[src/rtl/cache_fill_arbiter_pkg.sv]
// Shared types and constants for the cache fill arbiter.
// Optional build macro: CRITICAL_WORD_FIRST_EN (see cache_fill_arbiter.sv).
package cache_fill_arbiter_pkg;

  // Arbiter sequencing states.
  typedef enum logic [2:0] {
    IDLE   = 3'd0,
    WRITE  = 3'd1,
    FILL   = 3'd2,
    TAG    = 3'd3,
    RESUME = 3'd4
  } state_t;

  // Which cache currently owns the memory for a refill.
  typedef enum logic {
    OWN_I = 1'b0,
    OWN_D = 1'b1
  } owner_t;

  // 16-bit words in one cache block.
  localparam int WORDS_PER_BLOCK = 8;

  // Word index inside a block lives in address bits [3:1];
  // bits [3:0] together form the byte offset within the block.
  localparam int WORD_IDX_W   = 3;
  localparam int WORD_OFS_LSB = 1;
  localparam int WORD_OFS_MSB = 3;
  localparam int BLOCK_OFS_W  = 4;

endpackage

[src/rtl/cache_fill_arbiter_fill_counter.sv]
// Issue/return/outstanding bookkeeping for one block refill, plus the
// word address generation for both the memory read side and the cache
// write side. A non-zero rot rotates the word order (critical word first).
// Optional build macro: CRITICAL_WORD_FIRST_EN changes busy_hold so the
// owner's busy flag only covers the critical (first returned) word.
module cache_fill_arbiter_fill_counter
  import cache_fill_arbiter_pkg::*;
#(
  parameter int ADDR_W          = 16,
  parameter int MAX_OUTSTANDING = 8
) (
  input  logic                          clk,
  input  logic                          rst,
  input  logic                          start,
  input  logic                          active,
  input  logic                          mem_data_valid,
  input  logic [ADDR_W-BLOCK_OFS_W-1:0] block,
  input  logic [WORD_IDX_W-1:0]         rot,
  output logic                          issue,
  output logic [ADDR_W-1:0]             issue_addr,
  output logic                          ret,
  output logic [ADDR_W-1:0]             ret_addr,
  output logic                          last_ret,
  output logic                          busy_hold
);

  localparam int OUT_W = $clog2(MAX_OUTSTANDING + 1);
  localparam logic [OUT_W-1:0]      OUT_MAX  = OUT_W'(MAX_OUTSTANDING);
  localparam logic [OUT_W-1:0]      OUT_ONE  = OUT_W'(1);
  localparam logic [WORD_IDX_W-1:0] IDX_ONE  = WORD_IDX_W'(1);
  localparam logic [WORD_IDX_W-1:0] IDX_LAST = WORD_IDX_W'(WORDS_PER_BLOCK - 1);

  // 3-bit counters plus a done flag each, so a finished side never wraps.
  logic [WORD_IDX_W-1:0] iss_cnt_reg;
  logic [WORD_IDX_W-1:0] ret_cnt_reg;
  logic                  iss_done_reg;
  logic                  ret_done_reg;
  logic [OUT_W-1:0]      outstanding_reg;
  logic [WORD_IDX_W-1:0] iss_idx;
  logic [WORD_IDX_W-1:0] ret_idx;

  assign issue    = active && !iss_done_reg && (outstanding_reg < OUT_MAX);
  assign ret      = active && mem_data_valid && !ret_done_reg;
  assign last_ret = ret && (ret_cnt_reg == IDX_LAST);

  // 3-bit addition wraps modulo the block, which is exactly the rotation.
  assign iss_idx    = iss_cnt_reg + rot;
  assign ret_idx    = ret_cnt_reg + rot;
  assign issue_addr = {block, iss_idx, 1'b0};
  assign ret_addr   = {block, ret_idx, 1'b0};

`ifdef CRITICAL_WORD_FIRST_EN
  // Busy only until the critical word has landed in the data array.
  assign busy_hold = (ret_cnt_reg == '0) && !ret_done_reg;
`else
  assign busy_hold = 1'b1;
`endif

  // Counter state; a new grant clears everything for the next block.
  always_ff @(posedge clk) begin
    if (rst || start) begin
      iss_cnt_reg     <= '0;
      ret_cnt_reg     <= '0;
      iss_done_reg    <= 1'b0;
      ret_done_reg    <= 1'b0;
      outstanding_reg <= '0;
    end else begin
      if (issue) begin
        iss_cnt_reg <= iss_cnt_reg + IDX_ONE;
        if (iss_cnt_reg == IDX_LAST) iss_done_reg <= 1'b1;
      end
      if (ret) begin
        ret_cnt_reg <= ret_cnt_reg + IDX_ONE;
        if (ret_cnt_reg == IDX_LAST) ret_done_reg <= 1'b1;
      end
      // Simultaneous issue and return cancel out.
      if (issue && !ret) begin
        outstanding_reg <= outstanding_reg + OUT_ONE;
      end else if (!issue && ret && (outstanding_reg != '0)) begin
        outstanding_reg <= outstanding_reg - OUT_ONE;
      end
    end
  end

endmodule

[src/rtl/cache_fill_arbiter.sv]
// Arbitrates the single main memory between the I-cache and D-cache:
// write-through stores first, then refills with round-robin between the
// two caches when both miss. Each refill reads one 8-word block, streams
// the returned words into the owner's data array, then writes its tag.
// Optional build macro: CRITICAL_WORD_FIRST_EN -- start the block at the
// missed word and release the owner's busy after the critical word.
module cache_fill_arbiter
  import cache_fill_arbiter_pkg::*;
#(
  parameter int ADDR_W          = 16,
  parameter int MAX_OUTSTANDING = 8
) (
  input  logic              clk,
  input  logic              rst,
  input  logic              i_miss,
  input  logic [ADDR_W-1:0] i_miss_addr,
  input  logic              d_miss,
  input  logic [ADDR_W-1:0] d_miss_addr,
  input  logic              d_wr_req,
  input  logic [ADDR_W-1:0] d_wr_addr,
  input  logic [ADDR_W-1:0] d_wr_data,
  output logic              d_wr_done,
  output logic              mem_enable,
  output logic              mem_wr,
  output logic [ADDR_W-1:0] mem_addr,
  output logic [ADDR_W-1:0] mem_wdata,
  input  logic              mem_data_valid,
  output logic [ADDR_W-1:0] fill_addr,
  output logic              i_fsm_busy,
  output logic              d_fsm_busy,
  output logic              i_write_data_array,
  output logic              d_write_data_array,
  output logic              i_write_tag_array,
  output logic              d_write_tag_array
);

  state_t            state_reg, state_next;
  owner_t            owner_reg, owner_next;
  owner_t            last_grant_reg, last_grant_next;
  logic [ADDR_W-1:0] miss_addr_reg, miss_addr_next;

  logic              grant_valid;
  owner_t            grant_owner;
  logic [ADDR_W-1:0] grant_addr;

  logic              fill_start;
  logic              fill_active;
  logic              issue;
  logic [ADDR_W-1:0] issue_addr;
  logic              ret;
  logic [ADDR_W-1:0] ret_addr;
  logic              last_ret;
  logic              busy_hold;
  logic [WORD_IDX_W-1:0] rot;

  // Owner-relative strobes, steered to the owning cache below.
  logic       own_busy;
  logic       own_wda;
  logic       own_wta;
  logic [1:0] owner_onehot;
  logic [1:0] busy_vec;
  logic [1:0] wda_vec;
  logic [1:0] wta_vec;

`ifdef CRITICAL_WORD_FIRST_EN
  assign rot = miss_addr_reg[WORD_OFS_MSB:WORD_OFS_LSB];
`else
  assign rot = '0;
`endif

  assign fill_active = (state_reg == FILL);
  assign fill_start  = (state_reg == IDLE) && (state_next == FILL);

  cache_fill_arbiter_fill_counter #(
    .ADDR_W          (ADDR_W),
    .MAX_OUTSTANDING (MAX_OUTSTANDING)
  ) u_fill_counter (
    .clk            (clk),
    .rst            (rst),
    .start          (fill_start),
    .active         (fill_active),
    .mem_data_valid (mem_data_valid),
    .block          (miss_addr_reg[ADDR_W-1:BLOCK_OFS_W]),
    .rot            (rot),
    .issue          (issue),
    .issue_addr     (issue_addr),
    .ret            (ret),
    .ret_addr       (ret_addr),
    .last_ret       (last_ret),
    .busy_hold      (busy_hold)
  );

  // Miss arbitration: a pending store blocks any grant; with two misses
  // the cache that did not win last time goes next.
  always_comb begin
    grant_valid = 1'b0;
    grant_owner = OWN_D;
    if (!d_wr_req) begin
      if (i_miss && d_miss) begin
        grant_valid = 1'b1;
        grant_owner = (last_grant_reg == OWN_I) ? OWN_D : OWN_I;
      end else if (i_miss) begin
        grant_valid = 1'b1;
        grant_owner = OWN_I;
      end else if (d_miss) begin
        grant_valid = 1'b1;
        grant_owner = OWN_D;
      end
    end
    grant_addr = (grant_owner == OWN_I) ? i_miss_addr : d_miss_addr;
  end

  // Next-state and output decode; every output idles at 0.
  always_comb begin
    state_next      = state_reg;
    owner_next      = owner_reg;
    last_grant_next = last_grant_reg;
    miss_addr_next  = miss_addr_reg;
    d_wr_done       = 1'b0;
    mem_enable      = 1'b0;
    mem_wr          = 1'b0;
    mem_addr        = '0;
    mem_wdata       = '0;
    fill_addr       = '0;
    own_busy        = 1'b0;
    own_wda         = 1'b0;
    own_wta         = 1'b0;
    case (state_reg)
      IDLE: begin
        if (d_wr_req) begin
          state_next = WRITE;
        end else if (grant_valid) begin
          state_next      = FILL;
          owner_next      = grant_owner;
          last_grant_next = grant_owner;
          miss_addr_next  = grant_addr;
        end
      end
      WRITE: begin
        mem_enable = 1'b1;
        mem_wr     = 1'b1;
        mem_addr   = d_wr_addr;
        mem_wdata  = d_wr_data;
        d_wr_done  = 1'b1;
        state_next = IDLE;
      end
      FILL: begin
        mem_enable = issue;
        mem_addr   = issue ? issue_addr : '0;
        own_busy   = busy_hold;
        own_wda    = ret;
        fill_addr  = ret ? ret_addr : '0;
        if (last_ret) state_next = TAG;
      end
      TAG: begin
        own_wta    = 1'b1;
        fill_addr  = miss_addr_reg;
        state_next = RESUME;
      end
      RESUME: begin
        // Gap cycle so the requester can re-probe and drop its miss.
        state_next = IDLE;
      end
      default: state_next = IDLE;
    endcase
  end

  // State register; reset abandons any fill without a tag write.
  always_ff @(posedge clk) begin
    if (rst) begin
      state_reg      <= IDLE;
      owner_reg      <= OWN_I;
      last_grant_reg <= OWN_D;
      miss_addr_reg  <= '0;
    end else begin
      state_reg      <= state_next;
      owner_reg      <= owner_next;
      last_grant_reg <= last_grant_next;
      miss_addr_reg  <= miss_addr_next;
    end
  end

  // Index 0 is the I-cache (OWN_I), index 1 the D-cache (OWN_D).
  assign owner_onehot = (owner_reg == OWN_D) ? 2'b10 : 2'b01;

  for (genvar gi = 0; gi < 2; gi++) begin : g_cache
    assign busy_vec[gi] = own_busy & owner_onehot[gi];
    assign wda_vec[gi]  = own_wda  & owner_onehot[gi];
    assign wta_vec[gi]  = own_wta  & owner_onehot[gi];
  end

  assign i_fsm_busy         = busy_vec[0];
  assign d_fsm_busy         = busy_vec[1];
  assign i_write_data_array = wda_vec[0];
  assign d_write_data_array = wda_vec[1];
  assign i_write_tag_array  = wta_vec[0];
  assign d_write_tag_array  = wta_vec[1];

endmodule
[config.mk]
export PLATFORM = sky130hd
export DESIGN_NAME = cache_fill_arbiter
export DESIGN_NICKNAME = d
export VERILOG_FILES = /design/src/rtl/cache_fill_arbiter_pkg.sv /design/src/rtl/cache_fill_arbiter_fill_counter.sv /design/src/rtl/cache_fill_arbiter.sv
export SDC_FILE = /design/constraint.sdc
export NUM_CORES = 1
export LEC_CHECK = 0
export CAP_MARGIN = 30
export CELL_PAD_IN_SITES_DETAIL_PLACEMENT = 0
export CELL_PAD_IN_SITES_GLOBAL_PLACEMENT = 1
export CORE_UTILIZATION = 24
export DETAILED_ROUTE_END_ITERATION = 12
export HOLD_SLACK_MARGIN = 0.02
export PLACE_DENSITY = 0.81
export SKIP_CTS_REPAIR_TIMING = 1
export SLEW_MARGIN = 15
export SYNTH_ARGS = -nofsm -noshare
export SYNTH_HDL_FRONTEND = slang
export SYNTH_SLANG_ARGS = --single-unit
[constraint.sdc]
create_clock -name clk -period 2.67 [get_ports clk]
set_input_delay 0.534 -clock clk [delete_from_list [all_inputs] [get_ports clk]]
set_output_delay 0.534 -clock clk [all_outputs]
set_load 0.01 [all_outputs]
== Word level (Yosys, flattened, before mapping) ==
Cells that the tools add are included.
Word-level totals
  bits in registers: 33
  input port bits: 70
  output and inout bits: 57
  word-level logic and storage cells: 74
Cells by class
  add/subtract/negate cells: 4
  order comparisons: 1
  equality and inequality tests: 6
  multiplexer cells: 26
  bitwise operators: 7
  reduce and logical (&&, ||, !) cells: 21
Operator list (count)
  16-bit two-way mux: 4
  16-bit one-hot mux with 2 select lines: 2
  1-bit two-way mux: 12
  1-bit logical AND: 10
  3-bit by 2-bit equality test with 1-bit output, second input constant: 3
  3-bit two-way mux: 3
  3-bit one-hot mux with 3 select lines: 1
  4-bit two-way mux: 2
  3-bit by 1-bit adder with 3-bit output, second input constant: 2
  1-bit AND: 6
  3-bit equality test, second input constant: 2
  4-bit by 1-bit adder with 4-bit output, second input constant: 1
  1-bit logical NOT: 4
  4-bit less-than comparator, second input constant: 1
  2-bit AND reduction: 2
  4-bit nonzero test: 1
  4-bit by 1-bit subtractor with 4-bit output, second input constant: 1
  3-bit by 1-bit equality test with 1-bit output, second input constant: 1
  3-bit logical NOT: 1
  3-bit AND reduction: 1
  2-bit two-way mux: 1
  1-bit one-hot mux with 2 select lines: 1
  2-bit nonzero test: 1
  1-bit logical OR: 1
  1-bit NOT: 1

== Longest topological paths before layout ==
  word-level depth: 10
  depth in mapped cells: 11
  gate-level depth less buffers: 8

== Cells and area by module ==
From an unflattened synthesis, not the netlist that was laid out.
Second synthesis, totals
  cell total of the unflattened synthesis: 290
  area, all modules: 2600.0 sq um
Modules (own cells, without submodules)
  cache_fill_arbiter: instances 1, cells each 186, area each 1640.3 sq um, sequential area each 420.4 sq um
  cache_fill_arbiter_fill_counter: instances 1, cells each 104, area each 959.7 sq um, sequential area each 240.2 sq um

== Least setup slack after synthesis ==
Ideal clock, no wire load.
  path type: reg-to-reg
  start: register state_reg[0]
  end: register u_fill_counter.outstanding_reg[3]
  setup time: 0.072 ns
  data arrival time: 2.375 ns
  required time: 2.598 ns
  setup slack: 0.223 ns
  stages on the path, launching flop included: 12
  path buffers: 3
  clock period less this slack: 2.447 ns
  cells stage by stage: dfxtp_1 > buf_6 > or3b_1 > buf_4 > nor3_4 > buf_4 > nand2_1 > ha_1 > a21oi_1 > nor2b_1 > a2111oi_4 > mux2i_1
Between the ends
  word-level cells in the longest chain between the ends: 9
  elaborated cells on any way between the ends: 22
  those cells by class: eq/ne (3); mux (5); reduce/logical (14)
RTL lines
  start, declared: line cache_fill_arbiter.sv:37  | state_t state_reg, state_next;
  start signal, assigned: line cache_fill_arbiter.sv:176  | state_reg <= state_next;
  3-bit by 2-bit equality test with 1-bit output: line cache_fill_arbiter.sv:71, cache_fill_arbiter.sv:128
  1-bit logical AND (2 in a row): line cache_fill_arbiter_fill_counter.sv:43  | assign ret = active && mem_data_valid && !ret_done_reg;
  1-bit logical AND: line cache_fill_arbiter_fill_counter.sv:44  | assign last_ret = ret && (ret_cnt_reg == IDX_LAST);
  3-bit two-way mux: line cache_fill_arbiter.sv:153  | if (last_ret) state_next = TAG;
  3-bit one-hot mux with 3 select lines: line cache_fill_arbiter.sv:128  | case (state_reg)
  3-bit by 2-bit equality test with 1-bit output: line cache_fill_arbiter.sv:72  | assign fill_start = (state_reg == IDLE) && (state_next == FILL);
  1-bit logical AND: line cache_fill_arbiter.sv:72
  1-bit logical OR: line cache_fill_arbiter_fill_counter.sv:61  | if (rst || start) begin
  end signal, assigned: line cache_fill_arbiter_fill_counter.sv:78  | outstanding_reg <= outstanding_reg + OUT_ONE;
  end signal, assigned: line cache_fill_arbiter_fill_counter.sv:80  | outstanding_reg <= outstanding_reg - OUT_ONE;
  end, declared: line cache_fill_arbiter_fill_counter.sv:38  | logic [OUT_W-1:0] outstanding_reg;
Parallel ways exist; a longest one is shown, timed or not.
A chain may end at the register's enable or synchronous reset.

== Worst setup path after layout ==
  start: input mem_data_valid
  end: output fill_addr[1]
Between the ends
  word-level cells in the longest chain between the ends: 4
RTL lines
  start, declared: line cache_fill_arbiter.sv:27  | input logic mem_data_valid,
  1-bit logical AND (2 in a row): line cache_fill_arbiter_fill_counter.sv:43
  16-bit two-way mux: line cache_fill_arbiter.sv:152  | fill_addr = ret ? ret_addr : '0;
  16-bit one-hot mux with 2 select lines: line cache_fill_arbiter.sv:128
  end, declared: line cache_fill_arbiter.sv:28  | output logic [ADDR_W-1:0] fill_addr,
No other way between the ends.

==> flow_summary_export.csv <==
group,metric,value,unit
setup_path,cp_data_arrival_time,2.05,ns
clocking,h-tree-depth,2,
die,initial_utilization,25.08,%
run_status,status,"complete, no violations",
logic_synthesis,yosysSeqAreaShare,31.58,%
global_routing,grt_pass1_wl,9735,um
timing,worstMarginPinSlew,0.3655,ns
route,route.detailed.drc,0,
clocking,cts_tree,"yes",
logic_synthesis,synth_warnings,0,
die,dieArea,9094,um2
placement,gp_congestion,0.7780,
power,totalPowerFinal,1.460,mW
route,drt_iter0_drc,43,
final_layout,fin_util,45.03,%
setup_path,crit_top_cell,"clkdlybuf4s50_1",
setup_path,cp_num_cells,6,
clocking,clockBufferDepth,2,
route,vias_per_cell,4.537,
setup_path,critPathLaunchType,"input port",
setup_path,slowest_delay,0.53,ns
timing,skew,0.006064,ns
route,vias,2137,
timing,fmax,386.4,MHz
route,ant_nets,0,
setup_path,required,2.14,ns
setup_path,crit_family,"buffers and inverters",
global_routing,grtUsageTotal,13.97,%
global_routing,first_global_vias,1939,
global_routing,grt_max_degree,36,
route,wl,6789,um
power,max-vdd-ir-drop,0.1688,mV
clocking,cts_root_buffer,"clkbuf_8",
placement,post_dp_cell_area,3492,um2
logic_synthesis,syn_nets,310,
setup_path,cp_max_fo,7,
final_layout,largest_register_ffs,16,
final_layout,finalNetCount,442,
timing,hold_viol_final,0,
timing,finalCriticalPeriod,2.588,ns
job,drv_cap,0,
die,coreArea,8341,um2
clocking,cts.clk_slew.worst_paths,0.07,ns
final_layout,drive_above_1_share,10.93,%
min_path,hold_class,"reg2reg",
timing,setup_violations,0,
logic_synthesis,synthDistinctLibCells,39,
power,power.static_leakage,1.905,nW
power,swShare,28.47,%
logic_synthesis,syn_inst,233,
final_layout,area_delta_synth_final,79.55,%
global_routing,antenna_found_initial,0,
final_layout,stdcell_area,3756,um2
placement,portBuffers,126,
power,power_density,388.6,nW/um2
route,wire_per_inst,14.41,um
timing,drv_slew,0,
power,p_int,1.044,mW
clocking,clk_latency,0.28,ns
power,pwr-share-comb,32.3,%
clocking,cts.sinks,33,
timing,fin_crit_sh,96.92,%
setup_path,critPathSlowestCell,"clkdlybuf4s50_1",
route,dr.pass1.iters,4,
final_layout,insertedDiodeCount,0,
logic_synthesis,avgSynthCellArea,8.979,um2
power,power.share.sequential,38.6,%
die,io_pins,127,
setup_path,critPathKind,"in2out",
power,p_sw,415.6,uW
final_layout,final_common_cell,"clkdlybuf4s50_1",
power,p_clk_share,29.1,%
final_layout,final_cell_mix,"97 x clkdlybuf4s50_1, 33 x nor2_1, 33 x and2_1, 31 x dfxtp_1, 29 x dlymetal6s2s_1",
placement,dp_hpwl,5216,um
clocking,numCtsBuffers,5,
setup_path,crit_chain,"clkdlybuf4s50_1 > buf_4 > nand2b_4 > nor2_4 > a22o_1 > clkdlybuf4s50_1",
setup_path,cp-end-kind,"output pin",
min_path,holdPathStages,2,
timing,slew_headroom,75.38,%
setup_path,crit_buf_inv,3,
die,die_y,95.37,um
final_layout,fillers,823,
global_routing,grt.overflow.total,0,
die,fp-row-count,33,
logic_synthesis,syn-cell-area,2092,um2
setup_path,r2r_cells,10,
die,die_w,95.37,um
logic_synthesis,ys_seq_elements,33,
==> layout make-up <==
| class | instances | area (um2) | area share, % |
|---|---|---|---|
| repair buffers | 144 | 1541 | 41.04 |
| multi-input cells | 179 | 1311 | 34.91 |
| flip-flops and latches | 33 | 663.1 | 17.65 |
| well taps | 105 | 131.4 | 3.498 |
| clock buffers | 7 | 96.34 | 2.565 |
| inverters | 2 | 7.507 | 0.1999 |
| clock inverters | 1 | 5.005 | 0.1332 |
==> worst min-delay path, stage by stage (launching register included) <==
cell	delay, ns
dfxtp_1	0.34
inv_1	0.06
a211oi_1	0.06
==> final timing paths <==
check | startpoint | endpoint | slack, ns
max | mem_data_valid | fill_addr[1] | 0.08
min | u_fill_counter.outstanding_reg[2]$_SDFFE_PP0P_ | u_fill_counter.outstanding_reg[2]$_SDFFE_PP0P_ | 0.50
max reg2reg | state_reg[1]$_SDFF_PP0_ | u_fill_counter.outstanding_reg[3]$_SDFFE_PP0P_ | 0.19
min reg2reg | u_fill_counter.outstanding_reg[2]$_SDFFE_PP0P_ | u_fill_counter.outstanding_reg[2]$_SDFFE_PP0P_ | 0.50
==> synth_stat cells <==
| master | n | area share (%) |
|---|---|---|
| buf_2 | 3 | 0.72 |
| or2_0 | 1 | 0.30 |
| and3_1 | 3 | 0.90 |
| a2111oi_2 | 1 | 0.72 |
| or3b_1 | 1 | 0.42 |
| a31oi_1 | 1 | 0.30 |
| buf_4 | 7 | 2.5 |
| nor2b_1 | 3 | 0.90 |
| dfxtp_1 | 33 | 32 |
| mux2i_1 | 22 | 11 |
| ha_1 | 6 | 3.6 |
| nor3_4 | 1 | 0.78 |
| a211oi_1 | 18 | 6.5 |
| a22oi_1 | 1 | 0.36 |
| nor2_4 | 1 | 0.54 |
| fa_1 | 1 | 0.96 |
| inv_1 | 2 | 0.36 |
| nand2b_4 | 1 | 0.66 |
| xnor2_1 | 3 | 1.3 |
| buf_6 | 2 | 1.1 |
| a2111oi_4 | 1 | 1.3 |
| a22o_1 | 18 | 7.5 |
| nor4_1 | 2 | 0.60 |
| o21bai_1 | 1 | 0.36 |
| buf_12 | 1 | 0.96 |
| o21a_1 | 1 | 0.36 |
| xor2_1 | 1 | 0.42 |
| o211ai_1 | 1 | 0.36 |
| nor2_1 | 33 | 5.9 |
| o21ai_0 | 2 | 0.48 |
| or3_4 | 1 | 0.54 |
| or2_2 | 2 | 0.60 |
| nor3b_1 | 3 | 1.1 |
| nor3_1 | 4 | 0.96 |
| nand2b_1 | 2 | 0.60 |
| a21oi_1 | 5 | 1.2 |
| nand2_1 | 5 | 0.90 |
| and2_1 | 33 | 9.9 |
| clkbuf_1 | 6 | 1.1 |
==> layer usage <==
metal / part of all wire (%) / global-route usage, % / wire length [um]
met3: 4.1 / 2.392 / 280
met5: 0 / 0 / 0
met1: 44 / 18.31 / 2954
met4: 1.1 / 4.545 / 77
met2: 51 / 23.10 / 3476
==> stage by stage <==
step                worst slack, ns  std cells  setup TNS, ns  hold slack, ns
floorplan                    0.2229        233              0          0.4515
global placement           -0.06059        459        -0.6917          0.4727
detailed placement         -0.08158        459        -0.8554          0.4948
CTS                        -0.08477        467         -1.788          0.5059
global route              -0.006073        471      -0.009371          0.5334
finish                      0.08226        471              0          0.5022
==> kinds of logic after synthesis <==
| group | count (synthesis) | synth area share (%) |
|---|---|---|
| AOI/OAI and AO/OA | 50 | 19.44 |
| and+or+nand+nor | 96 | 25.54 |
| muxes | 22 | 10.53 |
| adders and majority gates | 7 | 4.545 |
| DFF | 33 | 31.58 |
| buffers and inverters | 21 | 6.698 |
| xor gates and xnor gates | 4 | 1.675 |
==> power groups by stage <==
stage               Combinational (mW)  Sequential [mW]  Clock, mW
finish                           0.471            0.563      0.425
floorplan                        0.230            0.559          0
global route                     0.514            0.568      0.457
global placement                 0.446            0.575          0
detailed placement               0.452            0.575          0
CTS                              0.454            0.563      0.440
No activity file was read; power rests on OpenSTA's default activity.
